### src/rtl/clock_step_ctrl.sv
// Run / pause / single-step clock-enable controller with enabled-cycle counter.
// Optional stall watchdog is built only when CLK_STEP_WATCHDOG_EN is defined.
module clock_step_ctrl #(
    parameter int CNT_W  = 32,
    parameter int WDOG_W = 16
) (
    input  logic             clk_i,
    input  logic             rst_i,
    input  logic             cmd_valid_i,
    output logic             cmd_ready_o,
    input  logic [1:0]       cmd_op_i,
    input  logic [CNT_W-1:0] cmd_cnt_i,
    input  logic             fifo_afull_i,
    output logic             data_next_o,
    output logic             done_o,
    output logic [1:0]       state_o,
    output logic [CNT_W-1:0] remain_o,
    output logic [63:0]      cycle_cnt_o,
    output logic             stall_err_o
);

    typedef enum logic [1:0] {
        ST_IDLE = 2'd0,
        ST_RUN  = 2'd1,
        ST_STEP = 2'd2
    } state_t;

    localparam logic [1:0] OP_PAUSE = 2'b00;
    localparam logic [1:0] OP_RUN   = 2'b01;
    localparam logic [1:0] OP_STEP  = 2'b10;
    localparam logic [1:0] OP_CLR   = 2'b11;

    state_t           state_p0, state_p1;
    logic [CNT_W-1:0] remain_p0, remain_p1;
    logic             data_next_p0, data_next_p1;
    logic             done_p0, done_p1;
    logic [63:0]      cycle_cnt_p1;
    logic             cmd_acc;
    logic             clr_cnt;
    logic             final_cyc;

    assign cmd_ready_o = ~rst_i;
    assign cmd_acc     = cmd_valid_i & cmd_ready_o;
    assign clr_cnt     = cmd_acc && (cmd_op_i == OP_CLR);
    assign final_cyc   = (state_p1 == ST_STEP) && data_next_p1 && (remain_p1 == CNT_W'(1));

    // Stage 0: next state; a command accepted this cycle overrides step completion
    always_comb begin
        state_p0  = state_p1;
        remain_p0 = remain_p1;
        done_p0   = 1'b0;
        if ((state_p1 == ST_STEP) && data_next_p1) begin
            remain_p0 = remain_p1 - CNT_W'(1);
        end
        if (final_cyc) begin
            state_p0 = ST_IDLE;
            done_p0  = 1'b1;
        end
        if (cmd_acc) begin
            case (cmd_op_i)
                OP_PAUSE: begin
                    state_p0  = ST_IDLE;
                    remain_p0 = '0;
                end
                OP_RUN: begin
                    state_p0  = ST_RUN;
                    remain_p0 = '0;
                end
                OP_STEP: begin
                    if (cmd_cnt_i == '0) begin
                        state_p0  = ST_IDLE;
                        remain_p0 = '0;
                        done_p0   = 1'b1;
                    end else begin
                        state_p0  = ST_STEP;
                        remain_p0 = cmd_cnt_i;
                    end
                end
                default: ;
            endcase
        end
        data_next_p0 = (state_p0 != ST_IDLE) && !fifo_afull_i;
    end

    // Stage 1: registered control and outputs
    always_ff @(posedge clk_i or posedge rst_i) begin
        if (rst_i) begin
            state_p1     <= ST_IDLE;
            remain_p1    <= '0;
            data_next_p1 <= 1'b0;
            done_p1      <= 1'b0;
            cycle_cnt_p1 <= '0;
        end else begin
            state_p1     <= state_p0;
            remain_p1    <= remain_p0;
            data_next_p1 <= data_next_p0;
            done_p1      <= done_p0;
            if (clr_cnt) begin
                cycle_cnt_p1 <= '0;
            end else if (data_next_p1) begin
                cycle_cnt_p1 <= cycle_cnt_p1 + 64'd1;
            end
        end
    end

`ifdef CLK_STEP_WATCHDOG_EN
    localparam logic [WDOG_W-1:0] WDOG_MAX = '1;

    logic [WDOG_W-1:0] wdog_p0, wdog_p1;
    logic              stall_err_p1;

    // Counter saturates so the error keeps re-asserting after a clear while still stalled
    always_comb begin
        wdog_p0 = '0;
        if (((state_p1 == ST_RUN) || (state_p1 == ST_STEP)) && fifo_afull_i) begin
            wdog_p0 = (wdog_p1 == WDOG_MAX) ? WDOG_MAX : wdog_p1 + WDOG_W'(1);
        end
    end

    always_ff @(posedge clk_i or posedge rst_i) begin
        if (rst_i) begin
            wdog_p1      <= '0;
            stall_err_p1 <= 1'b0;
        end else begin
            wdog_p1 <= wdog_p0;
            if (clr_cnt) begin
                stall_err_p1 <= 1'b0;
            end else if (wdog_p0 == WDOG_MAX) begin
                stall_err_p1 <= 1'b1;
            end
        end
    end

    assign stall_err_o = stall_err_p1;
`else
    assign stall_err_o = 1'b0;
`endif

    assign data_next_o = data_next_p1;
    assign done_o      = done_p1;
    assign state_o     = state_p1;
    assign remain_o    = remain_p1;
    assign cycle_cnt_o = cycle_cnt_p1;

endmodule

### config.mk
export PLATFORM = sky130hd
export DESIGN_NAME = clock_step_ctrl
export DESIGN_NICKNAME = d
export VERILOG_FILES = /design/src/rtl/clock_step_ctrl.sv
export SDC_FILE = /design/constraint.sdc
export NUM_CORES = 1
export LEC_CHECK = 0
export CORE_MARGIN = 2
export CORE_UTILIZATION = 53
export DETAILED_ROUTE_END_ITERATION = 8
export PLACE_DENSITY_LB_ADDON = 0.2
export SYNTH_ARGS = -nofsm -noshare
export SYNTH_HDL_FRONTEND = slang
export SYNTH_SLANG_ARGS = --single-unit
### constraint.sdc
create_clock -name clk_i -period 8 [get_ports clk_i]
set_clock_uncertainty 0.2 [all_clocks]
set_input_delay 1.6 -clock clk_i [delete_from_list [all_inputs] [get_ports clk_i]]
set_output_delay 1.6 -clock clk_i [all_outputs]
set_load 0.02 [all_outputs]
* Word-level counts from Yosys, hierarchy flattened
Index checks and enable logic that the tools add are counted.
** Storage, ports and cells
- Register bits after elaboration :: 100
- Bits in latches :: 0
- RAM bits :: 0
- Memory bits (read-only) :: 0
- Input port bits :: 38
- Output and inout bits :: 102
- Logic and storage cells :: 38
- Memories :: 0
** Cells by class
- Add/sub/neg operators :: 2
- Multipliers :: 0
- Divide/modulo/power cells :: 0
- $lt $le $gt $ge :: 0
- Equal/unequal tests :: 5
- Shift operators :: 0
- Muxes and demuxes :: 14
- Bitwise operators :: 2
- Reductions and logical operators :: 10
** Operators with widths (count)
- $mux W64 :: 2
- $mux W32 :: 3
- $add A64 B1 Y64 const B :: 1
- $pmux W32 S2 :: 1
- $eq A32 B1 Y1 const B :: 1
- $logic_not A32 Y1 :: 1
- $sub A32 B1 Y32 const B :: 1
- $eq A2 B2 Y1 const B :: 3
- $mux W2 :: 3
- $pmux W2 S3 :: 1
- $logic_and A1 B1 Y1 :: 4
- $mux W1 :: 4
- $reduce_bool A2 Y1 :: 2
- $eq A2 B1 Y1 const B :: 1
- $logic_not A2 Y1 :: 1
- $reduce_or A2 Y1 :: 1
- $and A1 B1 Y1 :: 1
- $logic_not A1 Y1 :: 1
- $not A1 Y1 :: 1

* Depth between registers and ports, before layout
- Depth after elaboration :: 8
- Depth in mapped cells :: 8
- Mapped depth without buffers :: 7

* Worst setup path after synthesis
OpenSTA, ideal clock, no wires.
- Kind :: input -> output
- Start :: in rst_i
- End :: out cmd_ready_o
- Data arrival time :: 3.773 ns
- Data required time :: 6.200 ns
- Slack :: 2.427 ns
- Stages :: 1
- Buffers on the path :: 0
- Path through :: inv_1
** Between the ends
- Longest elaborated chain between the ends :: 1
** Ends and longest elaborated chain
- start: declaration :: RTL line 8 : input logic rst_i,
- $not A1 Y1 :: RTL line 42 : assign cmd_ready_o = ~rst_i;
- end: declaration :: RTL line 10 : output logic cmd_ready_o,
No other way between the ends.

* Worst setup path after layout
Ends and elaborated chain as after synthesis.

==> flow_metrics.py <==
metrics = {
    "status": {
        "status": "finished, final reports clean",
    },
    "cells_and_area": {
        "area_growth_pct": 31.6,
        "diodes": 0,
        "final_common_cell": "clkdlybuf4s50_1",
        "layout_common_cells": "clkdlybuf4s50_1 (138), dfrtp_1 (100), nand2_1 (51)",
        "fill_cells": 769,
        "layout-drive-gt1-share_pct": 4.76,
        "design_area_sq_um": 7180,
        "nNetsFinal": 751,
    },
    "sta": {
        "drv_slew": 0,
        "setup_tns_ns": 0,
        "grt_setup_unrepaired": "no",
        "period_needed_ns": 5.03,
        "worst_slew_margin_rel_pct": 32.8,
        "final-setup-viol-count": 0,
        "clock.fmax_mhz": 199,
        "hold_viol": 0,
        "min_period_over_period_pct": 62.9,
        "worst_pin_slew_ns": 1.01,
    },
    "route": {
        "drtPass1Iterations": 5,
        "post-route-drc-count": 0,
        "avgRoutedWirePerCell_um": 17.3,
        "vias": 5209,
        "routed_wl_um": 14700,
        "via_per_inst": 6.12,
        "drt_iter0_drc": 255,
        "ant_nets": 0,
    },
    "synth": {
        "syn-instance-count": 581,
        "synthTopCellsByArea": "dfrtp_1 (46%), xor2_1 (6.3%), nand4_1 (3.8%)",
        "async_reset_ff_share_pct": 100,
        "synth_edf_count": 0,
        "synth_area_sq_um": 5460,
        "yosys.area.top_type": "dfrtp_1",
        "yosysUniqueCellTypes": 44,
        "avgSynthCellArea_sq_um": 9.39,
        "ys_seq_area_share_pct": 45.9,
        "syn_nets": 622,
        "synth_ff_type": "dfrtp_1",
        "yosysWarningCount": 0,
        "ys_ff_latch": 100,
        "synth_top_area_share_pct": 45.9,
    },
    "global_routing": {
        "grt_max_degree": 62,
        "grt_pass1_wl_um": 24400,
        "overflow": 0,
        "antenna_found_initial": 0,
        "grt_pass1_vias": 5030,
        "grtUsageTotal_pct": 27.1,
    },
    "power_and_ir_drop": {
        "clkPwrFrac_pct": 25.8,
        "switching_share_pct": 32.9,
        "p_per_area_nw_per_um2": 192,
        "leakagePower_nw": 2.92,
        "switchingPower_mw": 0.453,
        "total_power_mw": 1.38,
        "ir_worst_vdd_mv": 0.118,
        "pwr-share-seq_pct": 46.6,
        "comb_power_share_pct": 27.6,
        "intPower_mw": 0.924,
    },
    "floorplanning": {
        "chipWidth_um": 105,
        "num_rows": 37,
        "die_area_sq_um": 11100,
        "initial_core_util_pct": 53.8,
        "die_h_um": 105,
        "fp.coreArea_sq_um": 10100,
        "ios": 140,
    },
    "clock_tree": {
        "clk_pin_slew_worst_paths_ns": 0.09,
        "cts_tree": "yes",
        "numCtsBuffers": 9,
        "h-tree-depth": 3,
        "clock_path_buffers": 2,
        "ctsHoldBuffers": 0,
        "cts_setup_buffers": 0,
        "cts_resized": 0,
        "cts_num_sinks": 100,
        "clkLatencyLatePin_ns": 0.37,
        "cts-root-buf": "clkbuf_8",
    },
    "setup_path": {
        "end_kind": "primary output",
        "cp_max_fo": 41,
        "required_ns": 6.20,
        "reg2reg_from": "cycle_cnt_o[19]",
        "r2r_cells": 5,
        "cp.arrival_ns": 3.23,
        "crit_path_start_kind": "primary input",
        "r2r_setup_slack_ns": 4.72,
        "worstSetupPathType": "primary input to primary output",
        "r2r-end": "cycle_cnt_o[54]",
    },
    "worst_hold_path": {
        "whs_path_depth": 2,
        "min_from": "cycle_cnt_o[63]",
        "hold_path_class": "register to register",
        "holdPathEnd": "cycle_cnt_o[63]",
    },
    "placement": {
        "portBuffers": 138,
        "gp_congestion": 0.849,
        "hpwl_um": 10400,
        "dpl_cell_area_sq_um": 6960,
    },
    "run": {
        "cap_violations": 0,
    },
}
how the worst max path moves through the flow:
stage	depth (start not counted)	slack [ns]	startpoint	endpoint
floorplan	1	2.43	rst_i	cmd_ready_o
global placement	3	2.96	rst_i	cmd_ready_o
detailed placement	3	2.93	rst_i	cmd_ready_o
CTS	3	2.92	rst_i	cmd_ready_o
global route	3	2.85	rst_i	cmd_ready_o
finish	3	2.97	rst_i	cmd_ready_o
area by class of cell:
| cell class | count | area, sq um | area share (%) |
|---|---|---|---|
| Clock inverter | 4 | 72.6 | 1.01 |
| Tap cell | 136 | 170 | 2.37 |
| Inverter | 8 | 32.5 | 0.453 |
| Sequential cell | 100 | 2500 | 34.9 |
| Multi-Input combinational cell | 447 | 2830 | 39.4 |
| Clock buffer | 12 | 145 | 2.02 |
| Timing Repair Buffer | 144 | 1430 | 19.9 |
power groups by stage:
stage	Combinational (mW)	Clock [mW]	Sequential (mW)
final	0.380	0.356	0.641
after global routing	0.410	0.380	0.652
after CTS	0.382	0.357	0.640
after detailed placement	0.379	0	0.649
after global placement	0.373	0	0.646
after floorplan	0.154	0	0.696
layer usage:
metal	track usage, %	part of all wire [%]	routed length, um
met5	0	0	0
met4	10.7	2.7	403
met3	6.06	7.6	1110
met2	43.7	49	7230
met1	35.7	40	5940
sequential cells by signal, indices dropped and copies added, names as in the netlist:
signal       flops
data_next_o      1
done_o           1
state_o          2
cycle_cnt_o     64
remain_o        32
cell usage after synthesis, types with 2 or more instances:
master / count
nor2_1: 49
a21oi_1: 32
o31ai_1: 14
nor3_2: 2
nand3_1: 27
ha_1: 3
nand2_1: 51
a221o_1: 2
nor4_1: 23
nand2b_1: 10
buf_2: 2
nand4_1: 33
nor3_1: 19
nor4_4: 2
inv_1: 8
and3_1: 12
a22o_1: 23
and2_1: 5
mux2i_1: 8
o2bb2ai_1: 4
or4_1: 23
clkbuf_1: 22
nand3b_1: 3
dfrtp_1: 100
o21ai_0: 14
xor2_1: 39
xnor2_1: 16
or3_1: 17
or2_2: 3
critical path, cell delays in order:
cell             delay [ns]
clkdlybuf4s50_1        0.47
inv_4                  0.44
clkdlybuf4s50_1        0.71
per-stage QoR:
step,util [%],hold WS (ns),setup WS [ns],std cells
floorplan,-,0.421,2.43,581
global placement,68.7,0.334,2.96,835
detailed placement,68.7,0.356,2.93,835
CTS,70.8,0.377,2.92,851
global route,70.8,0.409,2.85,851
finish,70.8,0.369,2.97,851
kinds of logic (layout without fill, tap and decap cells):
| kind of cell | after synthesis | in the layout | share of synthesized area [%] |
|---|---|---|---|
| AO/OA/AOI/OAI | 96 | 96 | 12.0 |
| XOR/XNOR | 55 | 55 | 8.83 |
| adder cells (fa/ha/maj) | 3 | 3 | 0.688 |
| buffers and inverters | 34 | 168 | 2.59 |
| flip-flops | 100 | 100 | 45.9 |
| multiplexers | 8 | 8 | 1.47 |
| other | 1 | 1 | 0.0687 |
| AND/OR/NAND/NOR | 284 | 284 | 28.5 |
Note: power is estimated with default switching activity, not from simulation.
